[src/rtl/updn_counter_param_if.sv]
// Control/status bundle for updn_counter_param: configuration and strobes in, count and flags out.
// en and load are per-cycle strobes sampled on every rising edge. There is no ready: the counter accepts one update every cycle.
interface updn_counter_param_if #(
  parameter int WIDTH = 8
);
  logic             en;
  logic             dir;
  logic [WIDTH-1:0] step;
  logic             mode;
  logic [WIDTH-1:0] min_val;
  logic [WIDTH-1:0] max_val;
  logic             load;
  logic [WIDTH-1:0] load_val;
  logic [WIDTH-1:0] count;
  logic             at_max;
  logic             at_min;
  logic             wrap;
  logic             cfg_err;

  modport master (
    output en, dir, step, mode, min_val, max_val, load, load_val,
    input  count, at_max, at_min, wrap, cfg_err
  );

  modport slave (
    input  en, dir, step, mode, min_val, max_val, load, load_val,
    output count, at_max, at_min, wrap, cfg_err
  );
endinterface

[src/rtl/updn_counter_param.sv]
// Parametrised up/down counter bounded by a programmable [min_val, max_val] window.
// It supports a step size, a synchronous load, and either wrap or saturate behaviour at the limits.
module updn_counter_param #(
  parameter int               WIDTH     = 8,
  parameter logic [WIDTH-1:0] RESET_VAL = '0
) (
  input  logic                 clk,
  input  logic                 reset,
  updn_counter_param_if.slave  bus
);

  logic [WIDTH-1:0] count_q;
  logic             wrap_q;
  logic [WIDTH-1:0] count_nxt;
  logic             wrap_nxt;

  // One extra bit keeps count+step and min_val+step from aliasing back into the window.
  logic [WIDTH:0]   up_sum;
  logic [WIDTH:0]   dn_thr;
  logic             up_fits;
  logic             dn_fits;
  logic             cfg_err;
  logic             active;

  assign cfg_err = bus.min_val > bus.max_val;
  assign up_sum  = {1'b0, count_q} + {1'b0, bus.step};
  assign dn_thr  = {1'b0, bus.min_val} + {1'b0, bus.step};
  assign up_fits = up_sum <= {1'b0, bus.max_val};
  assign dn_fits = {1'b0, count_q} >= dn_thr;
  assign active  = bus.en && !cfg_err && (bus.step != '0);

  always_comb begin
    count_nxt = count_q;
    wrap_nxt  = 1'b0;
    if (bus.load) begin
      count_nxt = bus.load_val;
    end else if (active) begin
      if (!bus.dir) begin
        if (up_fits) begin
          count_nxt = up_sum[WIDTH-1:0];
        end else if (!bus.mode) begin
          count_nxt = bus.min_val;
          wrap_nxt  = 1'b1;
        end else begin
          count_nxt = bus.max_val;
        end
      end else begin
        if (dn_fits) begin
          count_nxt = count_q - bus.step;
        end else if (!bus.mode) begin
          count_nxt = bus.max_val;
          wrap_nxt  = 1'b1;
        end else begin
          count_nxt = bus.min_val;
        end
      end
    end
  end

  always_ff @(posedge clk) begin
    if (reset) begin
      count_q <= RESET_VAL;
      wrap_q  <= 1'b0;
    end else begin
      count_q <= count_nxt;
      wrap_q  <= wrap_nxt;
    end
  end

  assign bus.count   = count_q;
  assign bus.wrap    = wrap_q;
  assign bus.at_max  = count_q == bus.max_val;
  assign bus.at_min  = count_q == bus.min_val;
  assign bus.cfg_err = cfg_err;

endmodule
[src/flat_wrapper.sv]
// flat-port wrapper written by rule: the top's interface ports become plain ports
module updn_counter_param_flat 
#(
  parameter int               WIDTH     = 8,
  parameter logic [WIDTH-1:0] RESET_VAL = '0
)
  (clk, reset, bus_en, bus_dir, bus_step, bus_mode, bus_min_val, bus_max_val, bus_load, bus_load_val, bus_count, bus_at_max, bus_at_min, bus_wrap, bus_cfg_err);
  updn_counter_param_if #(.WIDTH(WIDTH)) bus_i ();
  input  logic clk;
  input  logic reset;
  input wire logic [$bits(bus_i.en)-1:0] bus_en;
  input wire logic [$bits(bus_i.dir)-1:0] bus_dir;
  input wire logic [$bits(bus_i.step)-1:0] bus_step;
  input wire logic [$bits(bus_i.mode)-1:0] bus_mode;
  input wire logic [$bits(bus_i.min_val)-1:0] bus_min_val;
  input wire logic [$bits(bus_i.max_val)-1:0] bus_max_val;
  input wire logic [$bits(bus_i.load)-1:0] bus_load;
  input wire logic [$bits(bus_i.load_val)-1:0] bus_load_val;
  output wire logic [$bits(bus_i.count)-1:0] bus_count;
  output wire logic [$bits(bus_i.at_max)-1:0] bus_at_max;
  output wire logic [$bits(bus_i.at_min)-1:0] bus_at_min;
  output wire logic [$bits(bus_i.wrap)-1:0] bus_wrap;
  output wire logic [$bits(bus_i.cfg_err)-1:0] bus_cfg_err;
  assign bus_i.en = bus_en;
  assign bus_i.dir = bus_dir;
  assign bus_i.step = bus_step;
  assign bus_i.mode = bus_mode;
  assign bus_i.min_val = bus_min_val;
  assign bus_i.max_val = bus_max_val;
  assign bus_i.load = bus_load;
  assign bus_i.load_val = bus_load_val;
  assign bus_count = bus_i.count;
  assign bus_at_max = bus_i.at_max;
  assign bus_at_min = bus_i.at_min;
  assign bus_wrap = bus_i.wrap;
  assign bus_cfg_err = bus_i.cfg_err;
  updn_counter_param #(.WIDTH(WIDTH), .RESET_VAL(RESET_VAL)) u_core (.clk(clk), .reset(reset), .bus(bus_i));
endmodule
[config.mk]
export PLATFORM = sky130hd
export DESIGN_NAME = updn_counter_param_flat
export DESIGN_NICKNAME = d
export VERILOG_FILES = /design/src/rtl/updn_counter_param_if.sv /design/src/rtl/updn_counter_param.sv /design/src/flat_wrapper.sv
export SDC_FILE = /design/constraint.sdc
export NUM_CORES = 1
export LEC_CHECK = 0
export ABC_AREA = 0
export CORE_UTILIZATION = 49
export CTS_BUF_LIST = sky130_fd_sc_hd__clkbuf_8
export DETAILED_ROUTE_END_ITERATION = 8
export MAX_ROUTING_LAYER = met4
export PLACE_DENSITY_LB_ADDON = 0.08
export REMOVE_ABC_BUFFERS = 1
export SYNTH_ARGS = -nofsm -noshare
export SYNTH_HDL_FRONTEND = slang
export SYNTH_SLANG_ARGS = --single-unit
[constraint.sdc]
create_clock -name clk -period 3.2 [get_ports clk]
set_input_delay 0.32 -clock clk [delete_from_list [all_inputs] [get_ports clk]]
set_output_delay 0.32 -clock clk [all_outputs]
set_load 0.02 [all_outputs]
# ---- Yosys cells after proc, flatten, opt, wreduce, memory -nomap -nowiden
# Index checks and enable logic that the tools add are counted.
dict set report totals {
  regBits 9
  inputBits 38
  output_inout_bits 12
  elab_cells 28
}
dict set report op_classes {
  addsub 3
  n_lt_le_gt_ge 3
  n_eq_ne 2
  muxes 11
  bitwise_logic 1
  reduce_logical 6
}
# op n
set op_table {}
lappend op_table {{2-to-1 mux 8 bit} 7}
lappend op_table {{adder 8 x 8 -> 9 bit} 2}
lappend op_table {{equality test 8 bit} 2}
lappend op_table {{>= comparator 8 x 9 -> 1 bit} 1}
lappend op_table {{<= comparator 9 x 8 -> 1 bit} 1}
lappend op_table {{greater-than comparator 8 bit} 1}
lappend op_table {{nonzero test 8 bit} 1}
lappend op_table {{subtractor 8 bit} 1}
lappend op_table {{2-to-1 mux 1 bit} 4}
lappend op_table {{OR reduction 3 bit} 1}
lappend op_table {{logical AND 1 bit} 2}
lappend op_table {{nonzero test 2 bit} 1}
lappend op_table {{logical NOT 1 bit} 1}
lappend op_table {{inverter 1 bit} 1}

# ---- Longest topological paths before layout
# Gate-level depths: netlist of the first run.
dict set report depth {
  depth_word 6
  ltp_mapped 16
}

# ---- Least setup slack after synthesis of the first run
# No wires, ideal clock.
dict set report synth_path {
  path_kind {register to register}
  from {reg u_core.count_q[1] (netlist: u_core.bus.count[1])}
  to {reg u_core.count_q[7] (netlist: u_core.bus.count[7])}
  arrival_time_ps 3517
  required_time_ps 3085
  setup_slack_ps -431
  path_stages_with_launch 14
  period_less_slack_ps 3631
  cell_sequence {dfxtp_1 > inv_1 > fa_1 > o21bai_1 > a21oi_1 > xnor2_1 > ha_1 > and4_4 > a2111o_1 > o211ai_2 > nand2_2 > mux2_4 > a2111o_1 > o21a_1}
}
dict set report synth_between {
  elab_chain_cells 6
  word_cells_on_any_way 9
  cone_classes {add/sub (2); order compare (2); mux (5)}
}
# element line_no
set synth_lines {}
lappend synth_lines {{start, declared} updn_counter_param.sv:12} ;# logic [WIDTH-1:0] count_q;
lappend synth_lines {{start signal, assigned} updn_counter_param.sv:65} ;# count_q <= count_nxt;
lappend synth_lines {{adder 8 x 8 -> 9 bit} updn_counter_param.sv:26} ;# assign up_sum = {1'b0, count_q} + {1'b0, bus.step};
lappend synth_lines {{<= comparator 9 x 8 -> 1 bit} updn_counter_param.sv:28} ;# assign up_fits = up_sum <= {1'b0, bus.max_val};
lappend synth_lines {{2-to-1 mux 8 bit} updn_counter_param.sv:39} ;# if (up_fits) begin
lappend synth_lines {{2-to-1 mux 8 bit *} updn_counter_param.sv:38} ;# if (!bus.dir) begin
lappend synth_lines {{2-to-1 mux 8 bit *} updn_counter_param.sv:37} ;# end else if (active) begin
lappend synth_lines {{2-to-1 mux 8 bit *} updn_counter_param.sv:35} ;# if (bus.load) begin
# Every way passes the cells marked *; elsewhere a longest branch is shown, timed or not. The select of a mux whose other input is x is not followed.
# A chain may end at the register's enable or synchronous reset.

# ---- Worst setup path in the final report of the first run
dict set report layout_path {
  from {reg u_core.count_q[0] (netlist: u_core.bus.count[0])}
  to {reg u_core.count_q[3] (netlist: u_core.bus.count[3])}
}
# The elaborated chain is that of the path after synthesis.

==> run_results.csv, run 1 <==
group,metric,value,unit
outcome,status,"finished, violations left",
outcome,violations,"setup timing",
synthesis,yosys.cell_count.top_type,"ha_1",
synthesis,synth.cells.most_frequent,"ha_1, inv_1, xnor2_1, a21oi_1, mux2i_1",
power,power.leakage,1.78,nW
grt,groute.layer.met2.usage,56.0,%
timing,relSlewSlack,60.0,%
grt,grt_busiest_layer,"met2",
layout,antenna_cells,0,
timing,timing.clock.skew,0.00131,ns
layout,area_growth,56.2,%
worst_setup_path,worstSetupStartpointType,"register",
drt,route.vias.total,2974,
floorplan,io_pins,50,
timing,rsz0062_at_grt,"true",
layout,multi_input_comb_area,2450,µm²
worst_setup_path,worstPathArrival,3.57,ns
drt,drt_first_iter_violations,251,
floorplan,core_area,4850,µm²
worst_setup_path,worstSetupPathType,"reg -> reg",
clock_tree,cts.sinks,9,
grt,wire_length_of_the_first_global_routing_pass,13400,µm
drt,post-route-drc-count,0,
worst_setup_path,cp_cell_sequence,"ha_4 -> inv_2 -> fa_2 -> o21bai_4 -> a21oi_2 -> xnor2_2 -> ha_1 -> and4_4 -> a2111o_1 -> o211ai_2 -> o211ai_1 -> or3_1 -> a21oi_2 -> nor4_2",
drt,antenna_left,0,
floorplan,die-width,74.0,µm
clock_tree,cts_tree,"done",
synthesis,ys_seq_area_share,7.10,%
timing,maxClockFrequency,289,MHz
power,clkPwrFrac,11.3,%
worst_setup_path,timing.critical_path.fanout_max,4,
power,peakVddDrop,0.180,mV
worst_setup_path,critPathMaxStageDelay,0.45,ns
power,power.switching,0.000558,W
layout,num-fill-cells,324,
power,sequential_fraction_of_design_power,11.0,%
worst_setup_path,critical_path_required,3.32,ns
place,dp_hpwl,6640,µm
layout,final_net_count,537,
synthesis,synth.cell_area,2540,µm²
clock_tree,inserted_clock_buffers,3,
synthesis,postSynth.topFlopCell,"dfxtp_1",
synthesis,synth.area.top_cells,"ha_1, xnor2_1, mux2i_1",
clock_tree,cts.root.buffer_cell,"clkbuf_8",
place,port-buffer-count,49,
synthesis,post-synth-top-area-fraction,23.2,%
layout,drive_above_1_share,30.4,%
clock_tree,cts.htree.levels,1,
worst_setup_path,cell_type_of_the_slowest_stage_on_the_worst_timing_path,"or3_1",
synthesis,edff_count_synth,0,
drt,wl,8980,µm
power,sw_frac_of_total,43.8,%
synthesis,synth_warnings,0,
timing,final_hold_viol_count,0,
place,pre_cts_ws,-0.867,ns
drt,wire_per_inst,17.4,µm
timing,whs,0.736,ns
place,placed_cells,498,
floorplan,height_of_the_chip,74.0,µm
timing,fin_ws,-0.257,ns
timing,layout_worst_path_cycle_share,108,%
floorplan,initial_utilization,52.3,%
timing,period_needed,3.46,ns
layout,area.sequential,185,µm²
grt,globalRouteOverflowTotal,0,
drt,first_pass_iteration_count_of_the_detailed_router,5,
min_path,worst_hold_path_type,"in -> reg",
synthesis,synth_largest_area_cell,"ha_1",
layout,post-route-util,81.7,%
clock_tree,insertion_delay,0.24,ns
layout,finish.cell_count_without_fillers,515,
synthesis,syn_inst,330,
power,combinational_share_of_power,77.8,%
synthesis,async_reset_ff_share,0,%
flow_run,max_cap_violations,0,
clock_tree,clock_path_buffers,2,
synthesis,synth.ff_latch_count,9,
grt,grt_antenna_before_repair,0,
power,design_power_total,0.00127,W
grt,grt_pass1_vias,2807,
floorplan,placement_rows,25,
grt,met3_usage,2.03,%
grt,grt_start_max_net_pins,19,
grt,gr-usage-all-layers,33.8,%
floorplan,total_die_area,5470,µm²
timing,final-max-slew-violation-count,0,
worst_setup_path,crit_path_frequent_cell,"a21oi_2",
power,intPower,0.000715,W
power,powerDensity,321,nW/µm²
place,place.gp.congestion,0.871,
synthesis,synth_cell_type_count,50,
synthesis,syn_area_per_cell,7.69,µm²
grt,gr-usage-met1,43.5,%
worst_setup_path,endpoint_kind,"register",
timing,tightest_slew,0.599,ns
clock_tree,clk_pin_slew_worst_paths,0.05,ns
timing,finalSetupViolations,9,
drt,detail_route.vias_per_cell,5.77,
clock_tree,cts-hold-fix-buffers,0,
[stage by stage]
| stage | TNS [ns] | instance area, µm² |
|---|---|---|
| final | -1.48 | 3960 |
| after CTS | -0.887 | 3820 |
| after global routing | -2.66 | 3960 |
| after floorplan | -2.60 | 2490 |
| after global placement | -6.14 | 3540 |
| after detailed placement | -6.70 | 3540 |
[state kept, by name (all words and copies together) (netlist names)]
signal	count
u_core.bus.count	8
u_core.bus.wrap	1
[critical path: cells and delay by family (launching register included)]
family | cells | cell delay [ns]
buffers and inverters | 1 | 0.04
xor gates and xnor gates | 1 | 0.19
and+or+nand+nor | 3 | 0.66
DFF | 1 | 0.36
adders and majority gates | 3 | 0.78
AOI/OAI and AO/OA | 6 | 1.29
[path summary, 6_finish.rpt]
kind	cells past startpoint	end	startpoint	slack (ns)
worst max-delay path	14	u_core.bus.count[3]	u_core.bus.count[0]	-0.26
worst min-delay path	5	u_core.bus.count[6]	bus_load_val[6]	0.74
worst max register to register	14	u_core.bus.count[3]	u_core.bus.count[0]	-0.26
worst min register to register	3	u_core.bus.count[7]	u_core.bus.count[7]	0.84
[placed cells by master, fill, tap and decap left out, types with 4 or more instances in the layout]
| cell type | count |
|---|---|
| a21oi_2 | 7 |
| nand2_1 | 12 |
| nand3_1 | 7 |
| nand4_1 | 5 |
| nand2b_1 | 6 |
| o31ai_1 | 4 |
| xnor2_2 | 4 |
| clkdlybuf4s50_1 | 44 |
| dlygate4sd2_1 | 4 |
| ha_1 | 39 |
| mux2i_1 | 23 |
| inv_2 | 4 |
| nor3_1 | 5 |
| nor2b_1 | 4 |
| buf_4 | 73 |
| xnor2_1 | 23 |
| dfxtp_1 | 7 |
| nor2_1 | 20 |
| o21ai_0 | 12 |
| a21oi_1 | 19 |
| ha_4 | 6 |
| inv_1 | 32 |
| o21ai_1 | 5 |
| a21o_1 | 4 |
[metal layers]
layer	part of all wire, %	vias to the layer above
li1	-	1428
met1	44	1383
met2	47	130
met3	5.4	33
met4	3.9	0
met5	0	-
[timing repair]
action | CTS | global route
cloned | 1 | 0
buffers inserted | 10 | 2
gates resized for setup | 47 | 27
endpoints found under the setup margin | 9 | 9
pin swaps | 28 | 20
[logic make-up after synthesis]
family                     after synthesis  share of synthesized area [%]
adders and majority gates               50                           25.5
xor gates and xnor gates                31                           10.7
muxes                                   26                           10.6
DFF                                      9                           7.10
AOI/OAI and AO/OA                       87                           22.8
buffers and inverters                   46                           7.00
and+or+nand+nor                         81                           16.3
[power by group through the flow]
stage / registers, W / logic [W] / clock network [W]
2_1_floorplan: 0.000156 / 0.000442 / 0
3_3_place_gp: 0.000138 / 0.000782 / 0
3_5_place_dp: 0.000138 / 0.000799 / 0
4_1_cts: 0.000139 / 0.000893 / 0.000142
5_1_grt: 0.000140 / 0.00107 / 0.000148
6_report: 0.000140 / 0.000990 / 0.000144
[final cells by class]
class,instances,area share (%)
multi-input combinational,275,61.8
timing repair buffer,125,27.0
sequential,9,4.67
inverter,35,3.32
tap,67,2.12
clock buffer,3,1.04
clock inverter,1,0.0947
(Power assumes the default switching activity.)
==> run 2: changes to the inputs <==
==> constraint.sdc (replaced) <==
create_clock -name clk -period 3 [get_ports clk]
set_input_delay 0.3 -clock clk [delete_from_list [all_inputs] [get_ports clk]]
set_output_delay 0.3 -clock clk [all_outputs]
set_load 0.02 [all_outputs]
==> run_results.csv, run 2 (same netlist as run 1, synthesis figures left out) <==
group,metric,value,unit
flow_run,max_cap_violations,0,
floorplan,initial_utilization,52.3,%
floorplan,total_die_area,5470,µm²
timing,layout_worst_path_cycle_share,111,%
clock_tree,cts.htree.levels,1,
floorplan,io_pins,50,
floorplan,die-width,74.0,µm
timing,fin_ws,-0.332,ns
timing,setup-tns-final,-2.11,ns
clock_tree,inserted_clock_buffers,3,
worst_setup_path,worstReg2RegEnd,"u_core.bus.count[7]",
grt,gr-usage-all-layers,34.2,%
layout,max_ffs_per_register,8,
layout,finish.cell_count_without_fillers,528,
timing,finalSetupViolations,9,
drt,wl,9360,µm
grt,grt_pass1_vias,2845,
worst_setup_path,worstPathArrival,3.47,ns
layout,layout_commonest_cell,"buf_4",
place,port-buffer-count,49,
worst_setup_path,timing.critical_path.fanout_max,2,
power,design_power_total,0.00141,W
drt,detail_route.vias_per_cell,5.74,
floorplan,core_area,4850,µm²
drt,antenna_left,0,
grt,wire_length_of_the_first_global_routing_pass,13500,µm
timing,rsz0062_at_grt,"true",
drt,route.vias.total,3029,
min_path,holdPathStages,5,
floorplan,height_of_the_chip,74.0,µm
power,power.leakage,1.88,nW
worst_setup_path,worstRegToRegCells,14,
min_path,timing.hold.worst.start,"bus_load_val[6]",
grt,grt_start_max_net_pins,19,
min_path,worst_hold_path_type,"in -> reg",
layout,drive_above_1_share,33.4,%
grt,globalRouteOverflowTotal,0,
timing,tightest_slew,0.540,ns
place,dp_hpwl,6820,µm
timing,final_hold_viol_count,0,
power,powerDensity,343,nW/µm²
timing,relSlewSlack,63.9,%
timing,final-max-slew-violation-count,0,
timing,maxClockFrequency,300,MHz
layout,area_growth,61.5,%
worst_setup_path,setup.reg_to_reg.worst_slack,-0.33,ns
clock_tree,clk_pin_slew_worst_paths,0.05,ns
drt,post-route-drc-count,0,
min_path,hold_path_end,"u_core.bus.count[6]",
layout,antenna_cells,0,
power,peakVddDrop,0.212,mV
floorplan,placement_rows,25,
place,placed_cells,508,
layout,layout_common_cells,"buf_4, clkdlybuf4s50_1, ha_1",
layout,final_net_count,550,
grt,grt_antenna_before_repair,0,
clock_tree,clock_path_buffers,2,
worst_setup_path,endpoint_kind,"register",
drt,drt_first_iter_violations,212,
clock_tree,cts.sinks,9,
worst_setup_path,worstSetupStartpointType,"register",
timing,timing.clock.skew,0.00349,ns
place,place.gp.congestion,0.908,
outcome,violations,"setup timing",
clock_tree,cts.root.buffer_cell,"clkbuf_8",
clock_tree,cts_tree,"done",
drt,wire_per_inst,17.7,µm
outcome,status,"finished, violations left",
clock_tree,insertion_delay,0.24,ns
drt,first_pass_iteration_count_of_the_detailed_router,4,
worst_setup_path,reg2reg_from,"u_core.bus.count[0]",
worst_setup_path,critical_path_required,3.14,ns
worst_setup_path,worstSetupPathType,"reg -> reg",
timing,period_needed,3.33,ns
-- run 2: worst max path at each step --
stage                   startpoint                  end  slack [ns]
3_3_place_gp           bus_step[0]  u_core.bus.count[7]        -1.0
5_1_grt        u_core.bus.count[2]  u_core.bus.count[7]       -0.52
6_report       u_core.bus.count[0]  u_core.bus.count[7]       -0.33
3_5_place_dp           bus_step[0]  u_core.bus.count[7]       -1.05
2_1_floorplan  u_core.bus.count[1]  u_core.bus.count[3]       -0.63
4_1_cts        u_core.bus.count[0]  u_core.bus.count[7]       -0.37
-- run 2: cell type report --
class	instances	area [µm²]
fill	290	749
sequential	9	181
tap	67	83.8
inverter	35	131
clock inverter	1	3.75
clock buffer	3	41.3
multi-input combinational	275	2470
timing repair buffer	138	1180
-- run 2: layer usage --
layer | up-vias | share of wire (%) | track usage, %
met4 | 0 | 4.4 | 12.8
li1 | 1458 | - | -
met3 | 43 | 6.3 | 4.47
met2 | 118 | 48 | 58.4
met5 | - | 0 | -
met1 | 1410 | 41 | 40.7
-- run 2: stage by stage --
stage	hold slack (ns)	util (%)	worst slack, ns	area (µm²)
3_3_place_gp	0.784	74.5	-0.996	3610
4_1_cts	0.707	81.2	-0.370	3940
6_report	0.717	84.5	-0.332	4100
2_1_floorplan	0.377	-	-0.633	2490
3_5_place_dp	0.815	74.5	-1.05	3610
5_1_grt	0.752	84.5	-0.523	4100
-- run 2: report_power, final --
group / leakage (nW) / internal (W) / switching, W
logic: 1.78 / 0.000571 / 0.000538
clock network: 0.0269 / 0.0000904 / 0.0000625
registers: 0.0748 / 0.000131 / 0.0000143
-- run 2: worst max-delay path, cell delays in order, from the launching register on --
cell      delay [ns]
dfxtp_2         0.36
ha_4            0.14
inv_2           0.04
fa_2            0.37
o21bai_4        0.16
a21oi_2         0.09
xnor2_2         0.19
ha_1            0.28
and4_4          0.16
a2111o_1        0.37
o211ai_2        0.18
nand2_2         0.08
mux2_4          0.30
a2111o_1        0.33
o21a_1          0.18
-- run 2: what timing repair did --
action,CTS,global route
pin swaps,29,23
resized for setup,51,29
hold buffers,0,0
setup buffers,13,4
setup endpoints to repair,9,9
==> run 3: changes to the inputs <==
--- a/config.mk
+++ b/config.mk
@@ -6,6 +6,7 @@
 export NUM_CORES = 1
 export LEC_CHECK = 0
 export ABC_AREA = 0
+export ABC_CLOCK_PERIOD_IN_PS = 3000
 export CORE_UTILIZATION = 49
 export CTS_BUF_LIST = sky130_fd_sc_hd__clkbuf_8
 export DETAILED_ROUTE_END_ITERATION = 8
==> constraint.sdc (replaced) <==
create_clock -name clk -period 3 [get_ports clk]
set_input_delay 0.6 -clock clk [delete_from_list [all_inputs] [get_ports clk]]
set_output_delay 0.6 -clock clk [all_outputs]
set_load 0.02 [all_outputs]
==> run_results.csv, run 3 (same netlist as run 1, synthesis figures left out) <==
group,metric,value,unit
floorplan,placement_rows,25,
worst_setup_path,cell_type_of_the_slowest_stage_on_the_worst_timing_path,"fa_2",
timing,rsz0062_at_grt,"true",
flow_run,max_cap_violations,0,
worst_setup_path,crit_path_frequent_cell,"a2111o_1",
layout,final_net_count,569,
worst_setup_path,critPathMaxStageDelay,0.38,ns
drt,detail_route.vias_per_cell,6.08,
grt,grt_antenna_before_repair,0,
worst_setup_path,worstReg2RegEnd,"u_core.bus.count[7]",
layout,area_growth,69.0,%
power,combinational_share_of_power,79.9,%
layout,antenna_cells,0,
clock_tree,clock_path_buffers,2,
min_path,hold_path_end,"u_core.bus.count[1]",
timing,finalSetupViolations,9,
worst_setup_path,cp_cell_sequence,"buf_8 -> ha_4 -> inv_2 -> fa_2 -> buf_4 -> xor2_1 -> ha_1 -> and4_4 -> a2111o_1 -> o211ai_2 -> nand2_2 -> mux2_4 -> a2111o_1 -> o21a_1",
floorplan,die-width,74.0,µm
timing,relSlewSlack,69.8,%
outcome,status,"finished, violations left",
place,dp_hpwl,7070,µm
worst_setup_path,setup.reg_to_reg.worst_slack,-0.46,ns
grt,globalRouteOverflowTotal,0,
worst_setup_path,worstRegToRegCells,13,
clock_tree,clk_pin_slew_worst_paths,0.05,ns
power,clkPwrFrac,10.0,%
grt,grt_pass1_vias,3039,
min_path,timing.hold.worst.start,"u_core.bus.count[1]",
worst_setup_path,critical_path_required,3.13,ns
layout,drive_above_1_share,36.9,%
layout,post-route-util,88.4,%
timing,final-max-slew-violation-count,0,
worst_setup_path,path_delay_family,"compound AO/OA/AOI/OAI gates",
worst_setup_path,reg2reg_from,"u_core.bus.count[0]",
clock_tree,cts.htree.levels,1,
power,powerDensity,341,nW/µm²
floorplan,initial_utilization,52.3,%
power,peakVddDrop,0.196,mV
drt,first_pass_iteration_count_of_the_detailed_router,6,
timing,layout_worst_path_cycle_share,118,%
min_path,worst_hold_path_type,"reg -> reg",
grt,wire_length_of_the_first_global_routing_pass,14400,µm
worst_setup_path,worstSetupPathType,"in -> reg",
floorplan,total_die_area,5470,µm²
worst_setup_path,endpoint_kind,"register",
place,placed_cells,526,
grt,grt_start_max_net_pins,19,
outcome,violations,"setup timing",
layout,layout_common_cells,"buf_4, clkdlybuf4s50_1, ha_1",
clock_tree,cts_tree,"done",
clock_tree,inserted_clock_buffers,3,
clock_tree,cts.root.buffer_cell,"clkbuf_8",
layout,layout_commonest_cell,"buf_4",
timing,final_hold_viol_count,0,
timing,tightest_slew,0.451,ns
drt,post-route-drc-count,0,
timing,timing.clock.skew,0.00171,ns
worst_setup_path,worstSetupStartpointType,"primary input",
worst_setup_path,timing.critical_path.fanout_max,2,
power,sequential_fraction_of_design_power,10.1,%
power,intPower,0.000812,W
floorplan,core_area,4850,µm²
power,power.switching,0.000650,W
power,sw_frac_of_total,44.5,%
clock_tree,cts.sinks,9,
timing,fin_ws,-0.533,ns
drt,wire_per_inst,20.2,µm
place,port-buffer-count,49,
clock_tree,insertion_delay,0.24,ns
floorplan,height_of_the_chip,74.0,µm
layout,max_ffs_per_register,8,
power,power.leakage,1.96,nW
place,place.gp.congestion,0.868,
timing,period_needed,3.53,ns
timing,maxClockFrequency,283,MHz
drt,drt_first_iter_violations,283,
drt,antenna_left,0,
min_path,holdPathStages,4,
drt,wl,11100,µm
drt,route.vias.total,3325,
layout,finish.cell_count_without_fillers,547,
timing,setup-tns-final,-4.00,ns
grt,gr-usage-all-layers,36.5,%
worst_setup_path,worstPathArrival,3.67,ns
worst_setup_path,timing.critical_path.buf_inv,3,
floorplan,io_pins,50,
==> run 3: stage by stage <==
| stage | hold slack [ns] | total power (W) | area [µm²] | setup WS, ns |
|---|---|---|---|---|
| finish | 0.845 | 0.00146 | 4290 | -0.533 |
| floorplan | 0.677 | 0.000638 | 2490 | -0.633 |
| CTS | 0.807 | 0.00131 | 4130 | -0.494 |
| global placement | 0.790 | 0.00101 | 3750 | -1.30 |
| global route | 0.874 | 0.00153 | 4290 | -0.626 |
| detailed placement | 0.825 | 0.00104 | 3750 | -1.39 |
==> run 3: per-layer routing <==
layer,GRT usage [%],part of all wire (%)
met1,41.9,39
met2,63.4,47
met3,4.47,7.8
met4,16.2,6.3
met5,-,0
==> run 3: tightest hold or removal path, cell delays in order (launching register included) <==
cell and delay [ns]:
dfxtp_1 0.32, inv_1 0.10, buf_4 0.13, o31a_1 0.16, a21boi_1 0.07
==> run 3: what timing repair did <==
action | in CTS | in global routing
endpoints found under the hold margin | 0 | 0
setup buffers | 14 | 3
resized for setup | 76 | 33
hold buffers | 0 | 0
pin swaps | 36 | 37
endpoints found under the setup margin | 11 | 10
cloned | 1 | 0
==> run 3: power by group through the flow <==
stage,logic (W),clock network [W],registers (W)
after global routing,0.00123,0.000152,0.000147
after CTS,0.00102,0.000145,0.000146
final,0.00117,0.000146,0.000147
after floorplan,0.000472,0,0.000167
after detailed placement,0.000894,0,0.000144
after global placement,0.000869,0,0.000144
==> run 3: worst max path at each step <==
stage	endpoint	from	cells after the start	slack (ns)
final	u_core.bus.count[7]	bus_step[0]	14	-0.53
after global routing	u_core.bus.count[7]	bus_step[5]	14	-0.63
after CTS	u_core.bus.count[7]	bus_step[0]	15	-0.49
after detailed placement	u_core.bus.count[7]	bus_step[0]	15	-1.39
after global placement	u_core.bus.count[7]	bus_step[0]	15	-1.30
after floorplan	u_core.bus.count[3]	u_core.bus.count[1]	13	-0.63
==> run 3: layout make-up <==
type                    count  area (µm²)
clock buffers               3        41.3
repair buffers            157        1310
multi-input cells         275        2530
fillers                   249         561
flip-flops and latches      9         181
well taps                  67        83.8
inverters                  35         134
clock inverters             1        3.75
